===== config.mk =====
export PLATFORM = sky130hd
export DESIGN_NAME = ex_cond_stage
export DESIGN_NICKNAME = d
export VERILOG_FILES = /design/src/rtl/ex_cond_stage.sv
export SDC_FILE = /design/constraint.sdc
export NUM_CORES = 1
export LEC_CHECK = 0
export ABC_AREA = 1
export CORE_ASPECT_RATIO = 1.25
export CORE_UTILIZATION = 40
export CTS_BUF_LIST = sky130_fd_sc_hd__clkbuf_16
export CTS_CLUSTER_SIZE = 12
export DETAILED_ROUTE_END_ITERATION = 8
export GPL_TIMING_DRIVEN = 0
export PLACE_DENSITY = 0.83
export SYNTH_ARGS = -nofsm -noshare
export SYNTH_HDL_FRONTEND = slang
export SYNTH_SLANG_ARGS = --single-unit

===== constraint.sdc =====
create_clock -name clk -period 2.2 [get_ports clk]
set_input_delay 0.44 -clock clk [delete_from_list [all_inputs] [get_ports clk]]
set_output_delay 0.44 -clock clk [all_outputs]
set_load 0.02 [all_outputs]

===== src/rtl/ex_cond_stage.sv =====
// EX condition/flags stage: NZCV register, cond-code evaluation, EX/MEM slot.
// Define EX_COND_EXEC_EN for full conditional execution; otherwise all pass.
module ex_cond_stage #(
  parameter int DATA_W = 16,
  parameter int RD_W   = 3
) (
  input  logic              clk,
  input  logic              rst_n,
  input  logic              in_valid,
  output logic              in_ready,
  input  logic [DATA_W-1:0] alu_result,
  input  logic              alu_z,
  input  logic              alu_n,
  input  logic              alu_v,
  input  logic              alu_c,
  input  logic [3:0]        cond,
  input  logic              set_flags,
  input  logic              wr_en,
  input  logic [RD_W-1:0]   rd,
  input  logic              flush,
  output logic              out_valid,
  input  logic              out_ready,
  output logic [DATA_W-1:0] out_result,
  output logic [RD_W-1:0]   out_rd,
  output logic              out_wr_en,
  output logic              out_cond_pass,
  output logic [3:0]        flags
);

  logic accept;
  logic pass;

  assign in_ready = ~out_valid | out_ready;
  assign accept   = in_valid & in_ready & ~flush;

`ifdef EX_COND_EXEC_EN
  logic f_n, f_z, f_c, f_v;
  assign {f_n, f_z, f_c, f_v} = flags;

  always_comb begin
    pass = 1'b0;
    unique case (cond)
      4'h0: pass = f_z;
      4'h1: pass = ~f_z;
      4'h2: pass = f_c;
      4'h3: pass = ~f_c;
      4'h4: pass = f_n;
      4'h5: pass = ~f_n;
      4'h6: pass = f_v;
      4'h7: pass = ~f_v;
      4'h8: pass = f_c & ~f_z;
      4'h9: pass = ~f_c | f_z;
      4'ha: pass = (f_n == f_v);
      4'hb: pass = (f_n != f_v);
      4'hc: pass = ~f_z & (f_n == f_v);
      4'hd: pass = f_z | (f_n != f_v);
      4'he: pass = 1'b1;
      4'hf: pass = 1'b0;
    endcase
  end
`else
  logic unused_cond;
  assign unused_cond = ^cond;
  assign pass        = 1'b1;
`endif

  always_ff @(posedge clk or negedge rst_n) begin
    if (!rst_n) begin
      out_valid     <= 1'b0;
      out_result    <= '0;
      out_rd        <= '0;
      out_wr_en     <= 1'b0;
      out_cond_pass <= 1'b0;
      flags         <= 4'b0000;
    end else begin
      if (accept) begin
        out_valid     <= 1'b1;
        out_result    <= alu_result;
        out_rd        <= rd;
        out_wr_en     <= wr_en & pass;
        out_cond_pass <= pass;
        if (pass & set_flags)
          flags <= {alu_n, alu_z, alu_c, alu_v};
      end else if (flush | out_ready) begin
        out_valid <= 1'b0;
      end
    end
  end

endmodule


==> summary.txt, run 1 <==
Status
  • Status: completed

Critical path
  • Critical path class: in2out
  • Crit Path Max Fanout: 10
  • Critical path capture point type: output pin
  • Worst path bufs/invs: 4
  • CP arrival: roughly 1.6 ns
  • CP top delay family: buffers and inverters
  • CP startpoint kind: input port
  • Crit-path cells: clkdlybuf4s50_1 > inv_1 > nand2_4 > buf_6 > dlygate4sd2_1
  • Crit-path max cell delay: 0.45 ns
  • CP max-delay cell: clkdlybuf4s50_1
  • Worst Path Required: 1.76 ns

Floorplanning
  • Initial core utilization: 0.435
  • Die Y: 60.6 um
  • Core ar.: between 2000 and 3000 um2
  • Total die area: 2960 um2
  • Row cnt: 20
  • Overall die width: 48.9 um
  • Ports: 61

Clock tree
  • CTS Buf Count: 3
  • CTS tree: yes
  • Hold buffer count at CTS: 0
  • CTS root buf: clkbuf_16
  • Max Buffers Root-to-Sink: 2
  • Clock Sinks: 26
  • H-tree levels: 1
  • Worst-path clk slew: 0.07 ns
  • Skew-Pair Late Insertion Delay: 0.26 ns

Drt
  • Routed vias/inst: 4.97
  • Total Wirelength: 2780 um
  • Number of DRC markers in iteration 0: 23
  • Routed WL per cell: 13.5 um
  • Antenna Nets Post-Route: 0
  • Drt pass-1 iters: 4
  • Vias post-DR: 1023
  • DR DRC count: 0

Synth
  • Unique cell type count in the Yosys netlist: 12
  • FF+latch count, synth: 26
  • Mapped Avg Cell Area: ~9.7 um2
  • Top-count cell post-synth: nand2_1
  • Area contributors post-synth: dfrtp_1, nand2_1, nand3_1
  • Synth cell count leaders: nand2_1, dfrtp_1, nand3_1
  • Ys flop type: dfrtp_1
  • Synth top area share: 0.592
  • Synthesized cell area: 1100 um2
  • Yosys Warn Count: 0
  • Register area share after synthesis: 0.592
  • Asr flop ratio synth: 1.00
  • EDFF count, synth: 0
  • Largest area contributor in the netlist: dfrtp_1
  • Syn_nets: 147
  • Gate Count Post-Synth: 113

Timing
  • Final hold vios: 0
  • Worst-Margin Slew: 1.12 ns
  • Setup-failing EPs final: 0
  • RSZ-0062 raised after global routing: no
  • Achievable Freq: 0.489 GHz
  • Final Max Tran Viols: 0
  • Relative slew slack: 0.250
  • Minimum clock period: just over 2 ns
  • Crit share post-route: 0.930
  • Clk_skew: 0.00434 ns

Placed design
  • Placed insts: 202
  • Dpl cell area: 1700 um2
  • PortBufs: 56
  • Routability congestion estimate: about 0.7
  • Dpl hpwl: 1930 um

Global route
  • GRT Overall Usage: 0.205
  • Number of global-route vias before repair: 1000
  • Antenna violations before repair: 0
  • Pin count of the biggest net entering global routing: 27
  • GR Overflow Total: 0
  • First-pass GRT wire length: 4440 um

Power
  • Tot Pwr: 1.51 mW
  • Pleak: 0.873 nW
  • Pwr Density: approximately 830 nW/um2
  • IR Drop Worst-Case VDD: 0.548 mV

Final layout
  • Final Util: 0.716
  • Post-Layout Cell Count: roughly 200
  • Final #Nets: roughly 210
  • N_diodes: 0
  • Area grow syn2layout: 64.7%
  • Layout cells sized above 1: 0.104
  • Post-route cell area: 1810 um2

Flow run
  • Maxcap violations: 0

Worst hold path
  • Hold WC Path Type: reg2reg
[tightest hold or removal path: cells and delay by family (launching register included)]
family	cells	cell delay (ns)
flip-flops	1	0.34
AND/OR/NAND/NOR	2	0.10
[area by class of cell]
cell class              count  area [um2]
plain buffers               6        67.6
clock buffers               3        75.1
clock inverters             1        30.0
fillers                   185         718
inverters                   3        11.3
multi-input cells          78         374
flip-flops and latches     26         651
well taps                  33        41.3
repair buffers             56         559
[cells in the final DEF, fill, tap and decap left out]
cell,synthesis,final
clkbuf_16,0,3
bufinv_16,0,1
nand2_4,1,2
nor2_8,1,1
nand3_2,1,1
nand2_1,46,46
nand4_1,4,4
dfrtp_1,26,26
inv_1,2,2
nand3_1,20,20
dlygate4sd2_1,0,1
clkdlybuf4s50_1,0,55
a21oi_1,1,1
inv_2,1,1
nand2_2,4,3
buf_6,6,6
[final timing paths]
path	from	end	slack [ns]	depth (start not counted)
worst min register to register	out_result[12]$_DFFE_PN0P_	out_result[12]$_DFFE_PN0P_	0.47	2
worst max-delay path	out_ready	in_ready	0.15	5
max in group asynchronous	rst_n	out_result[5]$_DFFE_PN0P_	0.75	1
min in group asynchronous	rst_n	out_wr_en$_DFFE_PN0P_	0.78	1
worst min-delay path	out_result[12]$_DFFE_PN0P_	out_result[12]$_DFFE_PN0P_	0.47	2
worst max register to register	out_valid$_DFFE_PN0P_	out_result[14]$_DFFE_PN0P_	1.15	5
[registers in the layout (all words and copies together) (netlist names)]
register	cells
flags	4
out_cond_pass	1
out_rd	3
out_result	16
out_valid	1
out_wr_en	1
[cells by family after synthesis]
| kind of cell | Yosys count | synth area share |
|---|---|---|
| compound gates | 1 | 0.00455 |
| buf+inv | 9 | 0.0717 |
| flops | 26 | 0.592 |
| simple gates | 77 | 0.331 |
[power breakdown]
group	internal (mW)	switching (mW)	total (mW)
Clock	0.362	0.162	0.524
Combinational	0.202	0.197	0.399
Sequential	0.546	0.0404	0.586
[per-layer routing]
metal	vias up	share of wire	track usage	routed length (um)
met5	-	0	0	0
met3	7	0.044	0.0351	121
met1	492	0.39	0.236	1080
met2	39	0.54	0.363	1500
li1	485	-	-	-
met4	0	0.028	0.126	77
[stage by stage]
stage / hold slack, ns / setup TNS [ns] / setup WS (ns)
final: 0.472 / 0 / 0.155
after detailed placement: 0.461 / -0.183 / -0.183
after global routing: 0.506 / 0 / 0.0907
after CTS: 0.476 / 0 / 0.166
after global placement: 0.446 / -0.165 / -0.165
after floorplan: 0.144 / 0 / 0.926
[repair_timing]
action	CTS	global route
endpoints found under the setup margin	1	0
resized for setup	2	0
hold endpoints to repair	0	0
buffers inserted	0	0
Power figures use the tool's default switching activity.
==> run 2: changes to the inputs <==
CORE_UTILIZATION = 64   (was 40)
DONT_BUFFER_PORTS = 1   (was unset)
PLACE_DENSITY = 0.8   (was 0.83)
==> summary.txt, run 2 (synthesis results as in run 1) <==
Status
  • Status: completed

Final layout
  • Most frequent cells in the layout: nand2_1, dfrtp_1, nand3_1, buf_6
  • Largest registers: out_result x16, flags x4, out_rd x3
  • Fillers: 116
  • Final #Nets: 154
  • Area grow syn2layout: 12.0%
  • N_diodes: 0
  • Largest register by flop count: out_result
  • Number of flip-flops in the largest register: 16
  • Layout cells sized above 1: 0.151
  • Post-route cell area: about 1200 um2
  • Most common cell after layout, fill and taps aside: nand2_1

Critical path
  • FF-to-FF path depth: 5
  • Worst reg-to-reg setup slack: slightly above 1 ns
  • Critical path class: reg2out
  • Crit-path cells: nand2_2 > buf_6
  • CP arrival: 1.18 ns
  • Crit-path max cell delay: 0.46 ns
  • Worst Path Required: between 1.5 and 2 ns
  • Crit Path Max Fanout: 10
  • CP startpoint kind: flop
  • Reg2reg end: out_result[15]$_DFFE_PN0P_
  • CP max-delay cell: dfrtp_1
  • RR Startpoint: out_valid$_DFFE_PN0P_
  • Critical path capture point type: output pin

Drt
  • Routed WL per cell: 15.1 um
  • DR DRC count: 0
  • Routed vias/inst: just under 6
  • Total Wirelength: 2070 um
  • Antenna Nets Post-Route: 0
  • Drt pass-1 iters: 4
  • Vias post-DR: 810
  • Number of DRC markers in iteration 0: 12

Global route
  • First-pass GRT wire length: 3370 um
  • Antenna violations before repair: 0
  • GR Overflow Total: 0
  • Pin count of the biggest net entering global routing: 27
  • Number of global-route vias before repair: 838
  • GRT Overall Usage: 0.253

Placed design
  • PortBufs: 0
  • Dpl cell area: 1120 um2
  • Routability congestion estimate: about 0.64
  • Dpl hpwl: 1410 um

Timing
  • Crit share post-route: 0.735
  • Setup-failing EPs final: 0
  • Minimum clock period: between 1.5 and 2 ns
  • Final Max Tran Viols: 0
  • Achievable Freq: 0.619 GHz
  • Worst-Margin Slew: between 0.2 and 0.3 ns
  • Final hold vios: 0
  • RSZ-0062 raised after global routing: no
  • Relative slew slack: 0.830
  • Clk_skew: 0.00407 ns
  • Final setup TNS: 0 ns

Worst hold path
  • Hold path endpoint: out_valid$_DFFE_PN0P_
  • Hold path depth: 1
  • Hold_sp: flush
  • Hold WC Path Type: in2reg

Power
  • Pwr Density: 969 nW/um2
  • IR Drop Worst-Case VDD: between 0.5 and 0.6 mV
  • Pleak: 0.653 nW

Floorplanning
  • Ports: 61
  • Overall die width: 39.1 um
  • Initial core utilization: 0.695
  • Core ar.: 1580 um2
  • Die Y: roughly 48 um
  • Total die area: 1890 um2
  • Row cnt: 16

Clock tree
  • Skew-Pair Late Insertion Delay: 0.26 ns
  • H-tree levels: 1
  • Clock Sinks: 26
  • Worst-path clk slew: around 0.06 ns
  • Max Buffers Root-to-Sink: 2
  • CTS-repair resized insts: 0
  • CTS Buf Count: 3
  • CTS tree: yes
  • CTS root buf: clkbuf_16

Flow run
  • Maxcap violations: 0
-- run 2: cell count changes in the layout (fill, tap and decap cells not counted), sizes merged --
cell / delta
bufinv: -1
dlygate4sd2: -1
clkdlybuf4s50: -55
dlygate4sd3: +1
buf: +1
clkinv: +1
-- run 2: power breakdown --
group          internal, mW  total (mW)  switching, mW
clock                 0.243       0.392          0.149
sequential            0.545       0.680          0.134
combinational        0.0493       0.121         0.0714
-- run 2: worst max-delay path by stage --
stage,from,to,slack (ns),cells after the start
floorplan,out_valid$_DFFE_PN0P_,in_ready,0.93,2
global placement,out_valid$_DFFE_PN0P_,in_ready,0.86,2
detailed placement,out_valid$_DFFE_PN0P_,in_ready,0.86,2
CTS,out_valid$_DFFE_PN0P_,in_ready,0.58,2
global route,out_valid$_DFFE_PN0P_,in_ready,0.55,2
finish,out_valid$_DFFE_PN0P_,in_ready,0.58,2
-- run 2: metrics by stage --
stage / instances / worst slack, ns / utilization / hold WS (ns) / power, mW
after floorplan: 113 / 0.926 / - / 0.144 / 0.765
after global placement: 131 / 0.862 / 0.709 / 0.145 / 0.785
after detailed placement: 131 / 0.859 / 0.709 / 0.145 / 0.794
after CTS: 137 / 0.581 / 0.778 / 0.243 / 1.20
after global routing: 137 / 0.548 / 0.778 / 0.237 / 1.25
final: 137 / 0.584 / 0.778 / 0.245 / 1.19
-- run 2: final cells by class --
cell class              instances  area, um2  area share
flip-flops and latches         26        651       0.529
multi-input cells              78        369       0.300
clock buffers                   3       75.1      0.0610
plain buffers                   6       67.6      0.0549
repair buffers                  2       30.0      0.0244
well taps                      18       22.5      0.0183
inverters                       3       11.3     0.00916
clock inverters                 1       3.75     0.00305
-- run 2: timing repair --
action,in CTS,in global routing
setup buffers,0,0
hold buffers,2,0
endpoints found under the hold margin,26,0
-- run 2: critical path: cells and delay by family, from the launching register on --
family / cells / cell delay, ns
buffers and inverters: 1 / 0.20
AND/OR/NAND/NOR: 1 / 0.26
flip-flops: 1 / 0.46
-- run 2: metal layers --
layer  wire length (um)  vias up  GRT usage  share of wire
li1                   -      374          -              -
met1                840      396      0.303           0.41
met2               1060       38      0.417           0.51
met3                150        2     0.0642          0.073
met4                 13        0      0.103         0.0063
met5                  0        -          0              0
